**src/rtl/multi_dataflow_job_arbiter_if.sv**
```systemverilog
// Job-arbiter bundle: requester handshake, engine start/done/busy, watchdog limit and per-owner events.
// The arbiter connects through the slave modport; the trigger logic and engine FSM use the master modport.
interface multi_dataflow_job_arbiter_if #(
    parameter int N_REQ     = 4,
    parameter int TIMEOUT_W = 16
);
    localparam int ID_W = $clog2(N_REQ);

    logic                 clear_i;
    logic [N_REQ-1:0]     req_i;
    logic [N_REQ-1:0]     gnt_o;
    logic [ID_W-1:0]      owner_o;
    logic                 owner_valid_o;
    logic                 job_start_o;
    logic                 job_busy_i;
    logic                 job_done_i;
    logic                 abort_o;
    logic [TIMEOUT_W-1:0] timeout_i;
    logic [N_REQ-1:0]     evt_done_o;
    logic [N_REQ-1:0]     evt_err_o;
    logic                 busy_o;
    logic [15:0]          jobs_cnt_o;

    modport slave (
        input  clear_i, req_i, job_busy_i, job_done_i, timeout_i,
        output gnt_o, owner_o, owner_valid_o, job_start_o, abort_o,
               evt_done_o, evt_err_o, busy_o, jobs_cnt_o
    );

    modport master (
        output clear_i, req_i, job_busy_i, job_done_i, timeout_i,
        input  gnt_o, owner_o, owner_valid_o, job_start_o, abort_o,
               evt_done_o, evt_err_o, busy_o, jobs_cnt_o
    );
endinterface

```
**src/rtl/multi_dataflow_job_arbiter.sv**
```systemverilog
// Round-robin arbiter that shares one dataflow engine among N_REQ requesters,
// sequencing grant/start/run and guarding every job with a cycle watchdog.
module multi_dataflow_job_arbiter #(
    parameter int N_REQ     = 4,
    parameter int TIMEOUT_W = 16
) (
    input logic                         clk_i,
    input logic                         rst_i,
    multi_dataflow_job_arbiter_if.slave bus
);
    localparam int ID_W = $clog2(N_REQ);

    localparam logic [2:0] S_IDLE  = 3'd0;
    localparam logic [2:0] S_GRANT = 3'd1;
    localparam logic [2:0] S_START = 3'd2;
    localparam logic [2:0] S_RUN   = 3'd3;
    localparam logic [2:0] S_DONE  = 3'd4;
    localparam logic [2:0] S_ABORT = 3'd5;

    logic [2:0]           state;
    logic [ID_W-1:0]      rr_ptr;
    logic [ID_W-1:0]      owner;
    logic [ID_W-1:0]      owner_next;
    logic [ID_W-1:0]      winner;
    logic [ID_W:0]        cand;
    logic                 any_req;
    logic                 owner_valid;
    logic                 abort_entry;
    logic                 expired;
    logic [TIMEOUT_W-1:0] wdog;
    logic [15:0]          jobs_cnt;
    logic [N_REQ-1:0]     owner_bit;

    // Scan from the farthest offset back toward rr_ptr so the nearest set bit wins.
    always_comb begin
        winner  = rr_ptr;
        any_req = 1'b0;
        cand    = '0;
        for (int i = N_REQ - 1; i >= 0; i--) begin
            cand = {1'b0, rr_ptr} + (ID_W + 1)'(i);
            if (cand >= (ID_W + 1)'(N_REQ)) begin
                cand = cand - (ID_W + 1)'(N_REQ);
            end
            if (bus.req_i[cand[ID_W-1:0]]) begin
                winner  = cand[ID_W-1:0];
                any_req = 1'b1;
            end
        end
    end

    assign owner_next = (owner == ID_W'(N_REQ - 1)) ? '0 : owner + ID_W'(1);
    assign owner_bit  = N_REQ'(1) << owner;

    // Equality (not >=) means a limit lowered below the running count never fires.
    assign expired = (bus.timeout_i != '0) && (wdog == bus.timeout_i - TIMEOUT_W'(1));

    always_ff @(posedge clk_i or posedge rst_i) begin
        if (rst_i) begin
            state       <= S_IDLE;
            rr_ptr      <= '0;
            owner       <= '0;
            owner_valid <= 1'b0;
            abort_entry <= 1'b0;
            wdog        <= '0;
            jobs_cnt    <= '0;
        end else if (bus.clear_i) begin
            state       <= S_IDLE;
            rr_ptr      <= '0;
            owner       <= '0;
            owner_valid <= 1'b0;
            abort_entry <= 1'b0;
            wdog        <= '0;
            jobs_cnt    <= '0;
        end else begin
            case (state)
                S_IDLE: begin
                    if (any_req) begin
                        owner       <= winner;
                        owner_valid <= 1'b1;
                        state       <= S_GRANT;
                    end
                end
                S_GRANT: begin
                    state <= S_START;
                end
                S_START: begin
                    wdog  <= '0;
                    state <= S_RUN;
                end
                S_RUN: begin
                    if (wdog != '1) begin
                        wdog <= wdog + TIMEOUT_W'(1);
                    end
                    if (bus.job_done_i) begin
                        state <= S_DONE;
                    end else if (expired) begin
                        abort_entry <= 1'b1;
                        state       <= S_ABORT;
                    end
                end
                S_DONE: begin
                    if (jobs_cnt != 16'hFFFF) begin
                        jobs_cnt <= jobs_cnt + 16'd1;
                    end
                    rr_ptr      <= owner_next;
                    owner_valid <= 1'b0;
                    state       <= S_IDLE;
                end
                S_ABORT: begin
                    abort_entry <= 1'b0;
                    if (!bus.job_busy_i) begin
                        rr_ptr      <= owner_next;
                        owner_valid <= 1'b0;
                        state       <= S_IDLE;
                    end
                end
                default: begin
                    owner_valid <= 1'b0;
                    abort_entry <= 1'b0;
                    state       <= S_IDLE;
                end
            endcase
        end
    end

    assign bus.gnt_o         = (state == S_GRANT) ? owner_bit : '0;
    assign bus.job_start_o   = (state == S_START);
    assign bus.abort_o       = (state == S_ABORT);
    assign bus.evt_done_o    = (state == S_DONE) ? owner_bit : '0;
    assign bus.evt_err_o     = ((state == S_ABORT) && abort_entry) ? owner_bit : '0;
    assign bus.busy_o        = (state != S_IDLE);
    assign bus.owner_o       = owner;
    assign bus.owner_valid_o = owner_valid;
    assign bus.jobs_cnt_o    = jobs_cnt;
endmodule

```
**src/flat_wrapper.sv**
```systemverilog
// flat-port wrapper written by rule: the top's interface ports become plain ports
module multi_dataflow_job_arbiter_flat 
#(
    parameter int N_REQ     = 4,
    parameter int TIMEOUT_W = 16
)
  (clk_i, rst_i, bus_clear_i, bus_req_i, bus_job_busy_i, bus_job_done_i, bus_timeout_i, bus_gnt_o, bus_owner_o, bus_owner_valid_o, bus_job_start_o, bus_abort_o, bus_evt_done_o, bus_evt_err_o, bus_busy_o, bus_jobs_cnt_o);
  multi_dataflow_job_arbiter_if #(.N_REQ(N_REQ), .TIMEOUT_W(TIMEOUT_W)) bus_i ();
  input logic clk_i;
  input logic rst_i;
  input wire logic [$bits(bus_i.clear_i)-1:0] bus_clear_i;
  input wire logic [$bits(bus_i.req_i)-1:0] bus_req_i;
  input wire logic [$bits(bus_i.job_busy_i)-1:0] bus_job_busy_i;
  input wire logic [$bits(bus_i.job_done_i)-1:0] bus_job_done_i;
  input wire logic [$bits(bus_i.timeout_i)-1:0] bus_timeout_i;
  output wire logic [$bits(bus_i.gnt_o)-1:0] bus_gnt_o;
  output wire logic [$bits(bus_i.owner_o)-1:0] bus_owner_o;
  output wire logic [$bits(bus_i.owner_valid_o)-1:0] bus_owner_valid_o;
  output wire logic [$bits(bus_i.job_start_o)-1:0] bus_job_start_o;
  output wire logic [$bits(bus_i.abort_o)-1:0] bus_abort_o;
  output wire logic [$bits(bus_i.evt_done_o)-1:0] bus_evt_done_o;
  output wire logic [$bits(bus_i.evt_err_o)-1:0] bus_evt_err_o;
  output wire logic [$bits(bus_i.busy_o)-1:0] bus_busy_o;
  output wire logic [$bits(bus_i.jobs_cnt_o)-1:0] bus_jobs_cnt_o;
  assign bus_i.clear_i = bus_clear_i;
  assign bus_i.req_i = bus_req_i;
  assign bus_i.job_busy_i = bus_job_busy_i;
  assign bus_i.job_done_i = bus_job_done_i;
  assign bus_i.timeout_i = bus_timeout_i;
  assign bus_gnt_o = bus_i.gnt_o;
  assign bus_owner_o = bus_i.owner_o;
  assign bus_owner_valid_o = bus_i.owner_valid_o;
  assign bus_job_start_o = bus_i.job_start_o;
  assign bus_abort_o = bus_i.abort_o;
  assign bus_evt_done_o = bus_i.evt_done_o;
  assign bus_evt_err_o = bus_i.evt_err_o;
  assign bus_busy_o = bus_i.busy_o;
  assign bus_jobs_cnt_o = bus_i.jobs_cnt_o;
  multi_dataflow_job_arbiter #(.N_REQ(N_REQ), .TIMEOUT_W(TIMEOUT_W)) u_core (.clk_i(clk_i), .rst_i(rst_i), .bus(bus_i));
endmodule
```
**config.mk**
```make
export PLATFORM = sky130hd
export DESIGN_NAME = multi_dataflow_job_arbiter_flat
export DESIGN_NICKNAME = d
export VERILOG_FILES = /design/src/rtl/multi_dataflow_job_arbiter_if.sv /design/src/rtl/multi_dataflow_job_arbiter.sv /design/src/flat_wrapper.sv
export SDC_FILE = /design/constraint.sdc
export NUM_CORES = 1
export LEC_CHECK = 0
export BUFFER_PORTS_ARGS = -buffer_cell sky130_fd_sc_hd__buf_2
export CAP_MARGIN = 0
export CORE_AREA = 2 2 74 76
export CTS_BUF_LIST = sky130_fd_sc_hd__clkbuf_4 sky130_fd_sc_hd__clkbuf_8 sky130_fd_sc_hd__clkbuf_16
export CTS_CLUSTER_DIAMETER = 50
export DETAILED_ROUTE_END_ITERATION = 8
export DIE_AREA = 0 0 76 78
export GPL_TIMING_DRIVEN = 0
export PLACE_DENSITY = 0.84
export SYNTH_ARGS = -nofsm -noshare
export SYNTH_HDL_FRONTEND = slang
export SYNTH_SLANG_ARGS = --single-unit
```
**constraint.sdc**
```tcl
create_clock -name clk_i -period 5.5 [get_ports clk_i]
set_input_delay 0.55 -clock clk_i [delete_from_list [all_inputs] [get_ports clk_i]]
set_output_delay 0.55 -clock clk_i [all_outputs]
set_load 0.01 [all_outputs]
```
==> Word-level counts from Yosys, hierarchy flattened <==
Index checks and enable logic that the tools add are counted.
{ "word_totals": {"reg_bits": 41, "out_inout_bits": 34, "inputBits": 25} }
{ "op_classes": {"add_sub_neg": 11, "eq_ne": 17, "magnitude_cmp": 8, "n_shift": 1, "n_mux": 50, "reduce_logical": 20} }
{ "op_table": {"columns": ["op", "count"], "rows": [
  ["$mux 16", 5],
  ["$add 16x1->16 const B", 2],
  ["$ne 16x16->1 const B", 2],
  ["$pmux 16 s2", 1],
  ["$mux 2", 14],
  ["$eq 16x16->1", 1],
  ["$reduce_bool 16->1", 1],
  ["$sub 16x1->16 const B", 1],
  ["$mux 3", 5],
  ["$pmux 3 s5", 1],
  ["$mux 1", 14],
  ["$lt 2x3->1 const B", 4],
  ["$mux 4", 3],
  ["$ge 3x3->1 const B", 3],
  ["$ne 3x2->1 const B", 3],
  ["$reduce_and 3->1", 3],
  ["$reduce_bool 3->1", 3],
  ["$bmux 1 s2", 4],
  ["$reduce_and 2->1", 4],
  ["$reduce_bool 2->1", 4],
  ["$sub 2x1->2 const B", 4],
  ["$add 2x2->3 const B", 2],
  ["$eq 3x2->1 const B", 2],
  ["$eq 3x3->1 const B", 2],
  ["other kinds (16)", 19]
]} }

==> Depth between registers and ports, before layout <==
{ "depth": {"word_depth": 12, "ltp_mapped": 8, "depth_no_buf": 8} }

==> Worst setup path before layout <==
Ideal clock, no wire load.
{ "synth_path": {"path_type": "input to register", "start": "input bus_timeout_i[0]", "end": "register u_core.state[1]", "n_path_buf": 0, "required_time_ns": 5.380, "setup_ns": 0.120, "path_stages": 8, "setup_slack_ns": 3.182, "arrival_time_ns": 2.197, "path_cell_list": "inv_1 ha_1 nor4b_4 nand3_1 xnor2_1 nor4_2 nand4_1 a31o_2"} }
{ "synth_via": {"elab_chain_len": 5} }
{ "synth_lines": {"columns": ["item", "line_no", "rtl"], "rows": [
  ["from (decl)", "flat_wrapper.sv:15", "input wire logic [$bits(bus_i.timeout_i)-1:0] bus_timeout_i;"],
  ["$sub 16x1->16", "multi_dataflow_job_arbiter.sv:55", "assign expired = (bus.timeout_i != '0) && (wdog == bus.timeout_i - TIMEOUT_W'(1));"],
  ["$eq 16x16->1", "multi_dataflow_job_arbiter.sv:55", null],
  ["$logic_and 1x1->1 (*)", "multi_dataflow_job_arbiter.sv:55", null],
  ["$ne 4x3->1 (no line) (*)", null, null],
  ["$reduce_and 3->1 (no line) (*)", null, null],
  ["to (signal assigned)", "multi_dataflow_job_arbiter.sv:59", "state <= S_IDLE;"],
  ["to (signal assigned)", "multi_dataflow_job_arbiter.sv:67", "state <= S_IDLE;"],
  ["to (signal assigned)", "multi_dataflow_job_arbiter.sv:80", "state <= S_GRANT;"],
  ["to (decl)", "multi_dataflow_job_arbiter.sv:20", "logic [2:0] state;"]
]} }
Every way passes the cells marked *; elsewhere a longest branch is shown, timed or not.
A chain may end at the register's enable or synchronous reset.

==> Worst setup path after layout <==
Same ends and word-level chain as after synthesis.

==> flow_metrics.env <==
export IMPL_power_density_mw_per_mm2=189
export IMPL_status="finished clean"
export IMPL_final_cell_mix="57 x buf_2, 42 x nor2_1, 41 x dfrtp_1"
export IMPL_slew_viol_final=0
export IMPL_gp_congestion=0.919
export IMPL_synth_distinct_cells=55
export IMPL_clock_skew_final_ps=13.9
export IMPL_worst_slack_ps=2910
export IMPL_grt_pass1_wl_um=12100
export IMPL_synth_edf_count=0
export IMPL_drc=0
export IMPL_path_buf_inv=2
export IMPL_r2r_setup_slack_ps=3300
export IMPL_synthCells=352
export IMPL_rows=26
export IMPL_synth_ff_type="dfrtp_1"
export IMPL_cts_path_max_buffers=2
export IMPL_cpPeakStageDelay_ps=480
export IMPL_crit_required_ps=5700
export IMPL_cp_max_fo=8
export IMPL_via_count=2839
export IMPL_ys_seq_area_frac=0.342
export IMPL_min_path_type="primary input to async pin"
export IMPL_yosys_warnings=0
export IMPL_synth_top_area_share=0.342
export IMPL_cts_root_buf="clkbuf_8"
export IMPL_min_period_over_period=0.471
export IMPL_period_minus_slack_ps=2590
export IMPL_core_mm2=0.00504
export IMPL_dieArea_mm2=0.00593
export IMPL_cts_resized=0
export IMPL_async_flop_share=1.00
export IMPL_ir_drop_mv=0.137
export IMPL_fp_dieH_um=78
export IMPL_dp_hpwl_um=5470
export IMPL_grt_max_degree=42
export IMPL_fin_hold_ws_ps=416
export IMPL_io_pins=59
export IMPL_clock_sinks=41
export IMPL_port_buffers=57
export IMPL_totalWireLength_um=7070
export IMPL_critPathArrivalTime_ps=2790
export IMPL_antenna_found_initial=0
export IMPL_maxCapViolations=0
export IMPL_synth_top_area_cell="dfrtp_1"
export IMPL_hold_viol_final=0
export IMPL_grt_pass1_vias=2676
export IMPL_netlist_area_mm2=0.00300
export IMPL_final_common_cell="buf_2"
export IMPL_crit_chain="buf_2 > inv_1 > ha_1 > nor4b_4 > nand3_1 > xnor2_1 > nor4_2 > nand4_1 > a31o_2"
export IMPL_first_iter_violations=146
export IMPL_syn_to_final_growth_pct=15.7
export IMPL_syn_num_nets=385
export IMPL_slew_headroom=0.442
export IMPL_cts_made_buffers=5
export IMPL_syn_avg_cell_area_um2=8.51
export IMPL_cpLargestDelayFamily="simple AND/OR/NAND/NOR gates"
export IMPL_gr_usage_all_layers=0.248
export IMPL_worst_slew_pin_slew_ps=836
export IMPL_start_util=0.594
export IMPL_final_nets=449
export IMPL_viasPerCell=5.83
export IMPL_die_w_um=76
export IMPL_drtAntennaViolNets=0
export IMPL_synth_seq_cells=41
export IMPL_path_clk_slew_ps=90
export IMPL_crit_slowest_cell="nor4b_4"
export IMPL_end_kind="flip-flop"
export IMPL_final_layout_size_suffix_gt1_frac=0.192
export IMPL_fin_setup_tns_ps=0
export IMPL_n_antenna_cell=0
export IMPL_cts_htree_levels=2
export IMPL_clock_latency_ps=300
export IMPL_detail_route_first_pass_iterations=4
export IMPL_max_freq_mhz=386
export IMPL_final_setup_viol_count=0
export IMPL_critPathKind="primary input to flip-flop"
export IMPL_pre_cts_slack_ps=2630
export IMPL_tritoncts="yes"
export IMPL_ctsHoldBuffers=0
export IMPL_start_kind="primary input"
export IMPL_grt_setup_unrepaired="false"
export IMPL_post_cts_buffers=0
export IMPL_p_leak_nw=1.58
export IMPL_routedWlPerCell_um=14.5
export IMPL_synth_area_top_cells="dfrtp_1 34%, xor2_1 7.0%, xnor2_1 5.8%, nor2_1 5.3%, ha_1 3.3%"
export IMPL_overflow=0
## power by group
group	leakage [nW]	total [mW]	switching (mW)	internal, mW
Clock	0.0512	0.208	0.106	0.102
Combinational	0.962	0.132	0.0836	0.0484
Sequential	0.568	0.314	0.00599	0.308
Total	1.58	0.654	0.196	0.458
## metal layers
layer,vias to the layer above,global-route usage,wire [um]
met2,110,0.421,3370
met1,1325,0.323,3160
li1,1397,-,-
met5,-,0,0
met4,0,0.0691,73
met3,7,0.0500,462
## per-stage QoR
step,utilization,instance area [um2],power (mW),cells
floorplan,-,3000,0.404,352
global placement,0.668,3370,0.445,479
detailed placement,0.668,3370,0.451,479
CTS,0.687,3470,0.656,487
global route,0.687,3470,0.689,487
finish,0.687,3470,0.654,487
## flip-flops by register name, summed over array words and instances, names as in the netlist
signal,cells
u_core.bus.owner_valid_o,1
u_core.wdog,16
u_core.bus.jobs_cnt_o,16
u_core.state,3
u_core.abort_entry,1
u_core.bus.owner_o,2
u_core.rr_ptr,2
## Yosys cell counts (all sizes together) (2+ instances only)
cell,number
nor2,42
dfrtp,41
xor2,24
inv,20
nand2,20
xnor2,20
nand3,17
nand4,15
a21oi,13
nor3,11
nor4,11
o21ai,11
and2,9
and3,9
clkbuf,9
ha,8
nand2b,7
o22ai,6
and4,5
or3,5
a211oi,4
or4,4
a31oi,3
mux2i,3
o31ai,3
a21o,2
a31o,2
nand3b,2
nor2b,2
o211ai,2
o32a,2
or2,2
## path summary, 6_finish.rpt
check / endpoint / cells past startpoint / start
max in group asynchronous: u_core.wdog[8] / 2 / rst_i
setup / recovery: u_core.state[1] / 9 / bus_timeout_i[0]
hold reg to reg: u_core.bus.jobs_cnt_o[6] / 2 / u_core.bus.jobs_cnt_o[6]
hold / removal: u_core.state[0] / 2 / rst_i
min in group clk_i: u_core.state[2] / 3 / bus_job_done_i
setup reg to reg: u_core.wdog[12] / 7 / u_core.state[1]
## logic make-up (layout without fill, tap and decap cells)
kind of cell	after synthesis	after routing	share of synthesized area
DFF	41	41	0.342
muxes	3	3	0.0100
AOI/OAI and AO/OA	59	59	0.135
and+or+nand+nor	167	167	0.311
buffers and inverters	30	95	0.0401
adders and majority gates	8	8	0.0334
xor gates and xnor gates	44	44	0.129
## cell type report
| class | instances | area [um2] |
|---|---|---|
| Timing Repair Buffer | 57 | 285 |
| Clock buffer | 6 | 82.6 |
| Inverter | 20 | 75.1 |
| Tap cell | 70 | 87.6 |
| Multi-Input combinational cell | 281 | 1850 |
| Fill cell | 418 | 1580 |
| Buffer | 10 | 45.0 |
| Sequential cell | 41 | 1030 |
| Clock inverter | 2 | 13.8 |
Note: power is estimated with default switching activity, not from simulation.
